$ cat src/rtl/circle_plot_pkg.sv
// Shared graphics constants: default coordinate width and the screen clip window.
package circle_plot_pkg;

    localparam int unsigned CordwDefault = 16;

    // Inclusive screen bounds used by plotters that clip to the visible area.
    localparam int ClipX0Default = 0;
    localparam int ClipY0Default = 0;
    localparam int ClipX1Default = 639;
    localparam int ClipY1Default = 479;

endpackage

$ cat src/rtl/point_clip.sv
// Combinational inclusive window compare for a signed point; shared by the plotters.
module point_clip #(
    parameter int unsigned W  = 17,
    parameter int          X0 = 0,
    parameter int          Y0 = 0,
    parameter int          X1 = 639,
    parameter int          Y1 = 479
) (
    input  logic signed [W-1:0] px_i,
    input  logic signed [W-1:0] py_i,
    output logic                inside_o
);

    localparam logic signed [W-1:0] X0W = W'(X0);
    localparam logic signed [W-1:0] Y0W = W'(Y0);
    localparam logic signed [W-1:0] X1W = W'(X1);
    localparam logic signed [W-1:0] Y1W = W'(Y1);

    always_comb begin
        inside_o = (px_i >= X0W) && (px_i <= X1W) && (py_i >= Y0W) && (py_i <= Y1W);
    end

endmodule

$ cat src/rtl/circle_plot.sv
// Expands circle generator distance pairs into four quadrant-symmetric points.
// Optional window clipping is enabled with the CIRCLE_PLOT_CLIP_EN macro.
module circle_plot
    import circle_plot_pkg::*;
#(
    parameter int unsigned CORDW = CordwDefault
`ifdef CIRCLE_PLOT_CLIP_EN
   ,parameter int CLIP_X0 = ClipX0Default,
    parameter int CLIP_Y0 = ClipY0Default,
    parameter int CLIP_X1 = ClipX1Default,
    parameter int CLIP_Y1 = ClipY1Default
`endif
) (
    input  logic                    clk,
    input  logic                    rst,
    input  logic                    start,
    input  logic                    oe,
    input  logic signed [CORDW-1:0] xc,
    input  logic signed [CORDW-1:0] yc,
    input  logic signed [CORDW-1:0] src_xa,
    input  logic signed [CORDW-1:0] src_ya,
    input  logic                    src_valid,
    input  logic                    src_done,
    output logic                    src_oe,
    output logic signed [CORDW-1:0] x,
    output logic signed [CORDW-1:0] y,
    output logic                    drawing,
    output logic                    busy,
    output logic                    done
);

    typedef enum logic [2:0] {
        StIdle,
        StAccept,
        StP0,
        StP1,
        StP2,
        StP3
    } state_e;

    // The extra guard bit only matters when points are window-compared before truncation.
`ifdef CIRCLE_PLOT_CLIP_EN
    localparam int unsigned PW = CORDW + 1;
`else
    localparam int unsigned PW = CORDW;
`endif

    state_e                  state_q, state_d;
    logic signed [CORDW-1:0] xc_q, xc_d;
    logic signed [CORDW-1:0] yc_q, yc_d;
    logic signed [CORDW-1:0] xa_q, xa_d;
    logic signed [CORDW-1:0] ya_q, ya_d;
    logic                    busy_q, busy_d;
    logic                    done_q, done_d;
    logic                    done_lat_q, done_lat_d;

    logic signed [PW-1:0]    xc_w, yc_w, xa_w, ya_w;
    logic signed [PW-1:0]    px_w, py_w;
    logic                    in_p;
    logic                    in_win;
    logic                    advance;

    assign xc_w = PW'(xc_q);
    assign yc_w = PW'(yc_q);
    assign xa_w = PW'(xa_q);
    assign ya_w = PW'(ya_q);

    always_comb begin
        px_w = xc_w;
        py_w = yc_w;
        case (state_q)
            StP0: begin
                px_w = xc_w - xa_w;
                py_w = yc_w + ya_w;
            end
            StP1: begin
                px_w = xc_w - ya_w;
                py_w = yc_w - xa_w;
            end
            StP2: begin
                px_w = xc_w + xa_w;
                py_w = yc_w - ya_w;
            end
            StP3: begin
                px_w = xc_w + ya_w;
                py_w = yc_w + xa_w;
            end
            default: begin
                px_w = xc_w;
                py_w = yc_w;
            end
        endcase
    end

`ifdef CIRCLE_PLOT_CLIP_EN
    point_clip #(
        .W  (PW),
        .X0 (CLIP_X0),
        .Y0 (CLIP_Y0),
        .X1 (CLIP_X1),
        .Y1 (CLIP_Y1)
    ) u_point_clip (
        .px_i     (px_w),
        .py_i     (py_w),
        .inside_o (in_win)
    );
`else
    assign in_win = 1'b1;
`endif

    always_comb begin
        in_p    = (state_q == StP0) || (state_q == StP1) ||
                  (state_q == StP2) || (state_q == StP3);
        // Off-window points are skipped in one cycle without waiting for the consumer.
        advance = in_p && (oe || !in_win);
        drawing = in_p && oe && in_win;
        src_oe  = (state_q == StAccept) && src_valid;
        x       = px_w[CORDW-1:0];
        y       = py_w[CORDW-1:0];
        busy    = busy_q;
        done    = done_q;
    end

    always_comb begin
        state_d    = state_q;
        xc_d       = xc_q;
        yc_d       = yc_q;
        xa_d       = xa_q;
        ya_d       = ya_q;
        busy_d     = busy_q;
        done_d     = 1'b0;
        // A generator completion can arrive mid-point; remember it until the next accept.
        done_lat_d = done_lat_q | (src_done && (state_q != StIdle));

        case (state_q)
            StIdle: begin
                if (start) begin
                    xc_d       = xc;
                    yc_d       = yc;
                    done_lat_d = 1'b0;
                    busy_d     = 1'b1;
                    state_d    = StAccept;
                end
            end
            StAccept: begin
                if (src_valid) begin
                    xa_d    = src_xa;
                    ya_d    = src_ya;
                    state_d = StP0;
                end else if (done_lat_q || src_done) begin
                    busy_d  = 1'b0;
                    done_d  = 1'b1;
                    state_d = StIdle;
                end
            end
            StP0: if (advance) state_d = StP1;
            StP1: if (advance) state_d = StP2;
            StP2: if (advance) state_d = StP3;
            StP3: if (advance) state_d = StAccept;
            default: state_d = StIdle;
        endcase
    end

    always_ff @(posedge clk) begin
        if (rst) begin
            state_q    <= StIdle;
            busy_q     <= 1'b0;
            done_q     <= 1'b0;
            done_lat_q <= 1'b0;
        end else begin
            state_q    <= state_d;
            busy_q     <= busy_d;
            done_q     <= done_d;
            done_lat_q <= done_lat_d;
            xc_q       <= xc_d;
            yc_q       <= yc_d;
            xa_q       <= xa_d;
            ya_q       <= ya_d;
        end
    end

endmodule

$ cat config.mk
export PLATFORM = sky130hd
export DESIGN_NAME = circle_plot
export DESIGN_NICKNAME = d
export VERILOG_FILES = /design/src/rtl/circle_plot_pkg.sv /design/src/rtl/point_clip.sv /design/src/rtl/circle_plot.sv
export SDC_FILE = /design/constraint.sdc
export NUM_CORES = 1
export LEC_CHECK = 0
export ABC_AREA = 0
export BUFFER_PORTS_ARGS = -buffer_cell sky130_fd_sc_hd__buf_4
export CORE_MARGIN = 1
export CORE_UTILIZATION = 40
export DETAILED_ROUTE_END_ITERATION = 6
export SYNTH_ARGS = -nofsm -noshare
export SYNTH_HDL_FRONTEND = slang
export SYNTH_SLANG_ARGS = --single-unit
$ cat constraint.sdc
create_clock -name clk -period 12.19 [get_ports clk]
set_clock_uncertainty 0.1 [all_clocks]
set_input_delay 3.657 -clock clk [delete_from_list [all_inputs] [get_ports clk]]
set_output_delay 3.657 -clock clk [all_outputs]
set_load 0.1 [all_outputs]
## After elaboration in Yosys (flattened, before gate mapping)

Index checks and enable logic that the tools add are counted.
Widths: inputs -> output; s select.

| word-level totals | value |
|---|---|
| register bits after elaboration | 70 |

| cells by class | value |
|---|---|
| $add $sub $neg | 8 |
| eq/ne operators | 13 |
| muxes and demuxes | 17 |
| bitwise logic cells | 3 |
| reductions and logical operators | 15 |

Operators with widths:

| operator | count |
|---|---|
| $pmux 16 s4 | 2 |
| $add 16x16->16 | 4 |
| $sub 16x16->16 | 4 |
| $mux 3 | 7 |
| $pmux 3 s6 | 1 |
| $ne 2x2->1 const B | 6 |
| $eq 3x2->1 const B | 2 |
| $eq 3x3->1 const B | 2 |
| $mux 1 | 6 |
| $reduce_and 3->1 | 2 |
| $reduce_and 6->1 | 1 |
| $logic_or 1x1->1 | 4 |
| $reduce_and 4->1 | 1 |
| $eq 3x1->1 const B | 1 |
| $logic_and 1x1->1 | 3 |
| $logic_not 3->1 | 1 |
| $ne 3x2->1 const B | 1 |
| $reduce_bool 3->1 | 1 |
| $reduce_or 3->1 | 1 |
| $ne 2x1->1 const B | 1 |
| $not 1->1 | 2 |
| $pmux 1 s2 | 1 |
| $reduce_bool 2->1 | 1 |
| $or 1x1->1 | 1 |

## Longest topological paths before layout

Gate-level depths: netlist of the first run.

| depth | value |
|---|---|
| word-level depth | 7 |
| gate-level depth with buffers | 17 |
| gate-level depth less buffers | 17 |

## Least setup slack after synthesis of the first run

Ideal clock, no wire load.

| path | value |
|---|---|
| path kind | reg-to-output |
| start point | register state_q[0] |
| end point | output y[9] |
| arrival | 5.774 ns |
| data required time | 8.433 ns |
| slack | 2.659 ns |
| cell stages (with the launch flop) | 13 |
| buffers on the path | 3 |
| cell sequence | dfxtp_1 > clkbuf_1 > nand2_1 > clkbuf_1 > clkbuf_1 > o211ai_1 > o21ai_0 > ha_1 > a2111oi_2 > o21ai_0 > and3_1 > and3_1 > o41ai_1 |

| between the ends | value |
|---|---|
| word-level cells in the longest chain between the ends | 2 |
| elaborated cells on any way between the ends | 5 |
| classes of those cells | 4 x eq/ne; 1 x mux |

Ends and longest elaborated chain:

| element | line | source |
|---|---|---|
| from (decl) | circle_plot.sv:48 | `state_e state_q, state_d;` |
| from (signal assigned) | circle_plot.sv:166 | `state_q <= StIdle;` |
| from (signal assigned) | circle_plot.sv:171 | `state_q <= state_d;` |
| $eq 3x3->1 or $eq 3x2->1 (tied branches) | circle_plot.sv:71 | `case (state_q)` |
| $pmux 16 s4 * | circle_plot.sv:71 |  |
| to (decl) | circle_plot.sv:26 | `output logic signed [CORDW-1:0] y,` |

Mark *: on every way between the ends. The rest lies on a longest branch, timed or not.

## Worst setup path after layout of the first run

| path | value |
|---|---|
| start point | register state_q[0] |
| end point | output y[15] |

Same word-level chain as after synthesis.

==> results of run 1 <==
==> sequential cells by signal (all words and copies together) (netlist names) <==
signal and count:
busy 1, done 1, done_lat_q 1, state_q 3
xa_q 16, xc_q 16, ya_q 16, yc_q 16
==> kinds of logic (layout without fill, tap and decap cells) <==
kind of cell / Yosys count / in the layout / synth area share
multiplexers: 10 / 10 / 0.0177
AO/OA/AOI/OAI: 225 / 225 / 0.244
flip-flops: 70 / 70 / 0.356
AND/OR/NAND/NOR: 223 / 223 / 0.183
buffers and inverters: 55 / 145 / 0.0378
adder cells (fa/ha/maj): 39 / 39 / 0.0877
XOR/XNOR: 48 / 48 / 0.0733
==> metal layers <==
layer	vias to the layer above	GRT usage	wire, um
met3	30	0.0646	1320
met5	-	0	0
met4	0	0.0872	359
li1	2658	-	-
met1	2571	0.297	7500
met2	222	0.366	7500
==> layout make-up <==
class,instances,area [um2]
inverter,14,52.6
multi-input combinational,545,3490
tap,180,225
sequential,70,2040
clock inverter,6,93.8
fill,1309,6940
clock buffer,10,229
timing repair buffer,115,863
==> worst max-delay path, stage by stage, from the launching register on <==
cell      delay [ns]
dfxtp_1         0.30
buf_4           0.44
inv_1           0.42
nand2_1         0.46
nor3_1          0.08
a21oi_1         0.13
o21ai_0         0.13
ha_1            0.27
a211oi_1        0.36
o21ai_0         0.18
and3_1          0.23
and3_1          0.25
a211o_1         0.32
or4b_1          0.47
a32o_1          0.27
buf_4           0.23
==> final timing paths <==
kind / startpoint / end / slack [ns] / cells after the start
worst min-delay path: done_lat_q$_SDFF_PP0_ / done_lat_q$_SDFF_PP0_ / 0.40 / 2
worst min register to register: done_lat_q$_SDFF_PP0_ / done_lat_q$_SDFF_PP0_ / 0.40 / 2
worst max register to register: state_q[0]$_SDFFE_PP0P_ / ya_q[1]$_DFFE_PP_ / 9.99 / 4
worst max-delay path: state_q[0]$_SDFFE_PP0P_ / y[15] / 3.51 / 15
==> power by group through the flow <==
stage	Sequential (mW)	Clock, mW	Combinational (mW)
floorplan	0.288	0	0.217
global placement	0.288	0	0.288
detailed placement	0.288	0	0.291
CTS	0.283	0.294	0.293
global route	0.285	0.302	0.314
finish	0.284	0.286	0.293
==> Yosys cell counts (7+ instances only) <==
cell type,number
nand2_1,88
o21ai_0,71
edfxtp_1,64
nor2_1,49
a21oi_1,47
ha_1,37
clkbuf_1,29
xnor2_1,28
nor3_1,27
xor2_1,20
a21o_1,17
o211ai_1,16
inv_1,14
a31oi_1,12
nand3_1,12
a211oi_1,11
o22ai_1,11
buf_1,9
mux2i_1,9
nand2b_1,9
or3_1,7
==> layout by cell type (no fill, tap or decap), types with 20 or more instances in the layout <==
cell type and instances:
nand2_1 88, o21ai_0 71, xnor2_1 28, edfxtp_1 64, xor2_1 20, nor2_1 47, nor3_1 27, buf_4 115
ha_1 37, a21oi_1 47
==> metrics by stage <==
stage,utilization,area (um2),hold WS (ns),cells
after floorplan,-,5730,0.355,670
after global placement,0.479,6670,0.371,924
after detailed placement,0.479,6670,0.396,924
after CTS,0.502,6990,0.411,940
after global routing,0.502,6990,0.445,940
final,0.502,6990,0.403,940
==> flow_summary.ini, run 1 <==
[outcome]
status = finished, final reports clean

[cts]
path_clk_slew_ns = 0.06
clk_latency_ns = 0.34
clkSinkCount = 70
root_buffer = clkbuf_16
cts.repair.resized = 0
clockBufferDepth = 2
post_cts_buffers = 0
htree_levels = 3
cts_buffers = 9
cts_tree = done
postCtsHoldBufs = 0

[detailed_routing]
first_iter_violations = 442
wl_per_cell_um = 17.7
dr_total_vias = 5481
first_pass_iters = 5
drc = 0
detail_route.wirelength_um = 16700
vias_per_cell = 5.83
antenna_left = 0

[logic_synthesis]
synth.area.top_cells = edfxtp_1, ha_1, o21ai_0, nand2_1, xnor2_1
postSynthAreaPerCell_um2 = 8.56
yosys.area.top_type_share = 0.335
synth_fp_nets = 779
ys_seq_elements = 70
yosys_warnings = 0
ys_seq_area_frac = 0.356
synth_cell_types = 61
yosys.area.top_type = edfxtp_1
synth_edf_count = 64
synthArstFlopShare = 0
syn_inst = 670
netlist_area_mm2 = 0.00573
ys.flop_type = edfxtp_1

[grt]
overflow = 0
grt_pass1_wl_um = 25900
grt.total_usage = 0.230
grt_max_degree = 48
antenna_found_initial = 0
grt_pass1_vias = 5019

[pwr]
comb_power_share = 0.340
swShare = 0.368
power_density_mw_per_mm2 = 123
ir_worst_vdd_uv = 83.1
internal_power_uw = 545
power_leakage_nw = 2.74
total_power_uw = 862
pwr-share-clk = 0.331
p_sw_uw = 317
seq_power_share = 0.329

[sta]
fin_setup_tns_ns = 0
grt_setup_unrepaired = no
hold_viol = 0
setup_ws_ns = 3.51
relSlewSlack = 0.527
finalCritPeriodShare = 0.712
drv_slew = 0
fin_crit_ns = 8.68
setup_viol_count_final = 0
max_freq_mhz = 115
worst_pin_slew_ns = 0.702

[worst_setup_path]
critPathMaxFanout = 47
cp.arrival_ns = 4.92
crit_required_ns = 8.43
critPathKind = reg2out
cp-end-kind = primary output
critPathLaunchType = flip-flop

[die]
ios = 106
dieArea_mm2 = 0.0148
core-area_mm2 = 0.0139
die_x_um = 122
die_y_um = 122
placementRows = 43
initial_core_util = 0.411

[finish]
layout-drive-gt1-share = 0.191
diodes = 0
fin_nets = 864
area_growth_syn_to_layout_pct = 22.0

[placed_design]
pre_cts_ws_ns = 3.95
hpwl_um = 12400
numPortBuffers = 105
place.gp.congestion = 0.961

[worst_hold_path]
worst_hold_path_type = reg2reg

[run]
maxCapViolCount = 0
No activity file was read; power rests on OpenSTA's default activity.
==> run 2, diff against run 1 <==
Clock period 12.19 ns to 7.15 ns, I/O delays scaled along.
==> run 2 against run 1 <==
Die area unchanged. Setup slack worse by 3.3 ns. Count of clock-buffer cells in the layout did not move. Sequential share of layout area shrank 0.57 points. Global-route usage grew 1.0 points. Core utilization is 1.1 points higher. Clock power increased by 62%. Critical endpoint unchanged. Largest cell class unchanged. Highest routed layer unchanged.
==> flow_summary.ini, run 2 (same netlist as run 1, synthesis figures left out) <==
[outcome]
status = finished, final reports clean

[detailed_routing]
dr_total_vias = 5418
antenna_left = 0
met3_length_um = 1100
drc = 0
wl_per_cell_um = 18.2
detail_route.wirelength_um = 17400
first_pass_iters = 5
first_iter_violations = 443
top_layer = met4
wl_met1_um = 8150
wl_met2_um = 7750
vias_per_cell = 5.67

[finish]
area_growth_syn_to_layout_pct = 24.6
fin_area_mm2 = 0.00714
fin_nets = 880
seq_area_mm2 = 0.00204
fillers = 1305
final_cell_mix = buf_4, nand2_1, edfxtp_1, o21ai_0
layout-drive-gt1-share = 0.218
final_common_cell = buf_4
multi_input_comb_area_mm2 = 0.00353
diodes = 0

[pwr]
ir_worst_vdd_uv = 170
power_leakage_nw = 2.81
p_sw_uw = 556
internal_power_uw = 900
pwr-share-clk = 0.317
seq_power_share = 0.334
comb_power_share = 0.349
power_density_mw_per_mm2 = 204
swShare = 0.382

[worst_setup_path]
max_stage_delay_ns = 0.51
worst-path-buf-inv = 1
crit_chain = nor4_4, and2_1, nand2_1, xnor2_1, o211ai_1, o21ai_0, o21ai_0, ha_1, nand2_1, o21bai_1, o21ai_0, a21oi_1, a211o_1, or4b_1, a32o_1, buf_4
cp-end-kind = primary output
critPathKind = reg2out
reg2reg_from = state_q[0]$_SDFFE_PP0P_
crit_required_ns = 4.91
rrSetupSlack_ns = 4.82
critPathMaxFanout = 6
critPathLaunchType = flip-flop
path_common_cell = o21ai_0
r2r-end = ya_q[5]$_DFFE_PP_
r2r_cells = 5
crit_family = compound AO/OA/AOI/OAI gates
cp.arrival_ns = 4.67
critPathSlowestCell = edfxtp_1

[cts]
cts_tree = done
root_buffer = clkbuf_16
clkSinkCount = 70
htree_levels = 3
clockBufferDepth = 2
cts_buffers = 9
clk_latency_ns = 0.35
path_clk_slew_ns = 0.06

[grt]
grt_pass1_wl_um = 26700
overflow = 0
grt_max_degree = 40
grt.total_usage = 0.241
antenna_found_initial = 0
grt_pass1_vias = 5045

[die]
initial_core_util = 0.411
placementRows = 43
die_x_um = 122
ios = 106
dieArea_mm2 = 0.0148
core-area_mm2 = 0.0139
die_y_um = 122

[worst_hold_path]
worst_hold_path_type = reg2reg
hold_path_end = done_lat_q$_SDFF_PP0_
min_from = done_lat_q$_SDFF_PP0_
holdPathStages = 2

[sta]
worst_pin_slew_ns = 0.790
setup_viol_count_final = 0
finalCritPeriodShare = 0.967
hold_viol = 0
setup_ws_ns = 0.237
grt_setup_unrepaired = no
max_freq_mhz = 145
fin_setup_tns_ns = 0
drv_slew = 0
fin_crit_ns = 6.91
relSlewSlack = 0.468

[run]
maxCapViolCount = 0

[placed_design]
place.gp.congestion = 0.914
pre_cts_ws_ns = 0.493
hpwl_um = 13100
numPortBuffers = 105
dpl_cell_area_mm2 = 0.00678
## run 2: worst reg2reg max path: cells and delay by family, from the launching register on
family        cells  cell delay, ns
simple gates      2            0.52
buf+inv           3            1.01
flops             1            0.33
## run 2: cell type report
type,instances,area share
multi-input combinational,545,0.495
sequential,70,0.286
timing repair buffer,131,0.138
clock buffer,10,0.0321
tap,180,0.0315
clock inverter,6,0.00999
inverter,14,0.00736
## run 2: layer usage
metal / track usage / vias to the layer above
met4: 0.0864 / 0
met1: 0.328 / 2525
li1: - / 2682
met2: 0.377 / 192
met3: 0.0492 / 19
met5: 0 / -
## run 2: power groups by stage
stage                     sequential (mW)  clock (mW)  combinational [mW]
after floorplan                     0.491           0               0.373
after global placement              0.493           0               0.500
after detailed placement            0.493           0               0.506
after CTS                           0.485       0.473               0.508
after global routing                0.488       0.487               0.543
final                               0.486       0.462               0.508
## run 2: repair_timing
action	CTS	global route
gates resized for setup	0	9
setup buffers	0	3
hold buffers	0	0
endpoints found under the setup margin	0	2
## run 2: metrics by stage
step                      total power [mW]  utilization  instances  hold WS (ns)
after floorplan                      0.864            -        670         0.355
after global routing                  1.52        0.512        956         0.446
final                                 1.46        0.512        956         0.399
after detailed placement             0.999        0.487        937         0.391
after global placement               0.993        0.487        937         0.375
after CTS                             1.47        0.508        953         0.407
## run 2: worst max-delay path by stage
stage	startpoint	to	depth (start not counted)
after floorplan	state_q[0]$_SDFFE_PP0P_	x[7]	14
after global placement	ya_q[1]$_DFFE_PP_	y[15]	18
after detailed placement	ya_q[1]$_DFFE_PP_	y[15]	18
after CTS	xa_q[4]$_DFFE_PP_	y[15]	15
after global routing	ya_q[1]$_DFFE_PP_	y[15]	17
final	ya_q[4]$_DFFE_PP_	y[15]	16
==> run 3, diff against run 2 <==
Settings changed: ABC_AREA 0 to 1.
==> run 3 against run 2 <==
Maximum frequency grew 9.1%. Combinational power grew to 4.4 times the previous value. Setup slack gained 0.57 ns. Die area shrank 0.84%. Sequential share of layout area grew 0.95 points. Count of clock-buffer cells in the layout shrank 1. Final cell count grew 8.1%. Synthesized cell count grew 11%. First-iteration DRC count shrank 0.23%. Largest power group unchanged. Highest routed layer unchanged.
==> flow_summary.ini, run 3 <==
[outcome]
status = finished, final reports clean

[worst_setup_path]
crit_family = compound AO/OA/AOI/OAI gates
crit_chain = nand3_4, nand2_2, inv_2, a221oi_1, a22oi_1, ha_1, a21oi_1, nand2_1, a21oi_1, o21ai_0, a21oi_1, o21ai_0, nand2_1, buf_4
crit_required_ns = 4.91
critPathLaunchType = flip-flop
cp-end-kind = primary output
path_common_cell = a21oi_1
worst-path-buf-inv = 2
critPathKind = reg2out
critPathSlowestCell = dfxtp_1
cp.arrival_ns = 4.09
max_stage_delay_ns = 0.53
critPathMaxFanout = 29

[sta]
drv_slew = 0
finalCritPeriodShare = 0.887
relSlewSlack = 0.248
fin_crit_ns = 6.34
fin_setup_tns_ns = 0
setup_viol_count_final = 0
holdWs_ns = 0.472
grt_setup_unrepaired = no
max_freq_mhz = 158
worst_pin_slew_ns = 1.13
hold_viol = 0

[cts]
htree_levels = 3
post_cts_buffers = 0
cts_tree = done
clk_latency_ns = 0.35
root_buffer = clkbuf_16
postCtsHoldBufs = 0
cts_buffers = 9
clockBufferDepth = 2
cts.repair.resized = 0
clkSinkCount = 70
path_clk_slew_ns = 0.06

[logic_synthesis]
yosys.area.top_type_share = 0.338
synth_edf_count = 64
synthTopCellsByCount = nand2_1, inv_1, edfxtp_1, nor2_1, o21ai_0
synth_fp_nets = 856
yosys_warnings = 0
synthArstFlopShare = 0
ys.flop_type = edfxtp_1
ys_seq_elements = 70
synth.area.top_cells = edfxtp_1, nand2_1, ha_1, inv_1, o21ai_0
postSynthAreaPerCell_um2 = 7.61
synth_cell_types = 47
synth_most_common_cell = nand2_1
yosys.area.top_type = edfxtp_1
netlist_area_mm2 = 0.00568
ys_seq_area_frac = 0.359
syn_inst = 747

[detailed_routing]
first_iter_violations = 442
detail_route.wirelength_um = 16500
antenna_left = 0
first_pass_iters = 6
dr_total_vias = 5456
drc = 0
wl_per_cell_um = 15.9
vias_per_cell = 5.28

[worst_hold_path]
worst_hold_path_type = reg2reg

[die]
placementRows = 43
die_y_um = 121
initial_core_util = 0.410
core-area_mm2 = 0.0139
dieArea_mm2 = 0.0147
die_x_um = 121
ios = 106

[finish]
final_core_util = 0.497
fin_nets = 957
area_growth_syn_to_layout_pct = 21.4
fillers = 1385
diodes = 0
layout-drive-gt1-share = 0.188
final_cells = 1033
final_common_cell = nand2_1
multi_input_comb_area_mm2 = 0.00316
seq_area_mm2 = 0.00204
final_cell_mix = nand2_1, buf_4, inv_1, edfxtp_1, nor2_1

[pwr]
power_density_mw_per_mm2 = 472
ir_worst_vdd_uv = 239
power_leakage_nw = 3.15
total_power_mw = 3.26

[grt]
grt_max_degree = 41
grt_pass1_vias = 5312
grt.total_usage = 0.235
antenna_found_initial = 0
grt_pass1_wl_um = 26200
overflow = 0

[placed_design]
numPortBuffers = 105
placedCellCount = 1017
hpwl_um = 12800
place.gp.congestion = 0.881

[run]
maxCapViolCount = 0
==> run 3: cell types whose count changed after synthesis, sizes merged, moves of 16 or more <==
cell,before,now
xnor2,28,12
o21ai,72,50
nand2,88,206
nand3,13,48
nor3,27,9
inv,14,105
a21o,17,1
clkbuf,29,4
==> run 3: cells by family after synthesis <==
family                   after synthesis  share of synthesized area
buffers and inverters                122                     0.0869
adder cells (fa/ha/maj)               39                     0.0885
XOR/XNOR                              29                     0.0447
AND/OR/NAND/NOR                      351                      0.276
AO/OA/AOI/OAI                        136                      0.145
flip-flops                            70                      0.359
==> run 3: layout make-up <==
type / instances / area share
tap: 180 / 0.0326
clock buffer: 9 / 0.0326
sequential: 70 / 0.296
multi-input combinational: 555 / 0.457
inverter: 105 / 0.0571
timing repair buffer: 107 / 0.116
clock inverter: 7 / 0.00834
==> run 3: routing by layer <==
layer | GRT usage | routed length [um]
met2 | 0.394 | 7780
met4 | 0.0941 | 427
met5 | 0 | 0
met3 | 0.0404 | 790
met1 | 0.299 | 7460
==> run 3: worst register-to-register path: cells and delay by family (launching register included) <==
family / cells / cell delay (ns)
simple gates: 2 / 0.57
compound gates: 4 / 0.50
buf+inv: 3 / 0.27
flops: 1 / 0.40
==> run 3: through the flow <==
stage / setup slack (ns) / instance area [um2]
after global routing: 0.562 / 6900
after detailed placement: 1.24 / 6620
after global placement: 1.31 / 6620
after floorplan: 0.507 / 5680
final: 0.810 / 6900
after CTS: 0.858 / 6900
==> run 3: worst paths after layout <==
kind                                         startpoint                      end  slack, ns  cells after the start
worst min register to register    done_lat_q$_SDFF_PP0_    done_lat_q$_SDFF_PP0_       0.47                      4
worst min-delay path              done_lat_q$_SDFF_PP0_    done_lat_q$_SDFF_PP0_       0.47                      4
worst max-delay path            state_q[1]$_SDFFE_PP0P_                     x[8]       0.81                     14
worst max register to register  state_q[2]$_SDFFE_PP0P_  state_q[2]$_SDFFE_PP0P_       5.19                      9
==> run 3: power by group <==
group          internal (mW)  leakage, nW  switching, mW  total (mW)
Clock                  0.240        0.136          0.196       0.436
Combinational          0.564         2.38           1.69        2.26
Sequential             0.512        0.634         0.0519       0.564
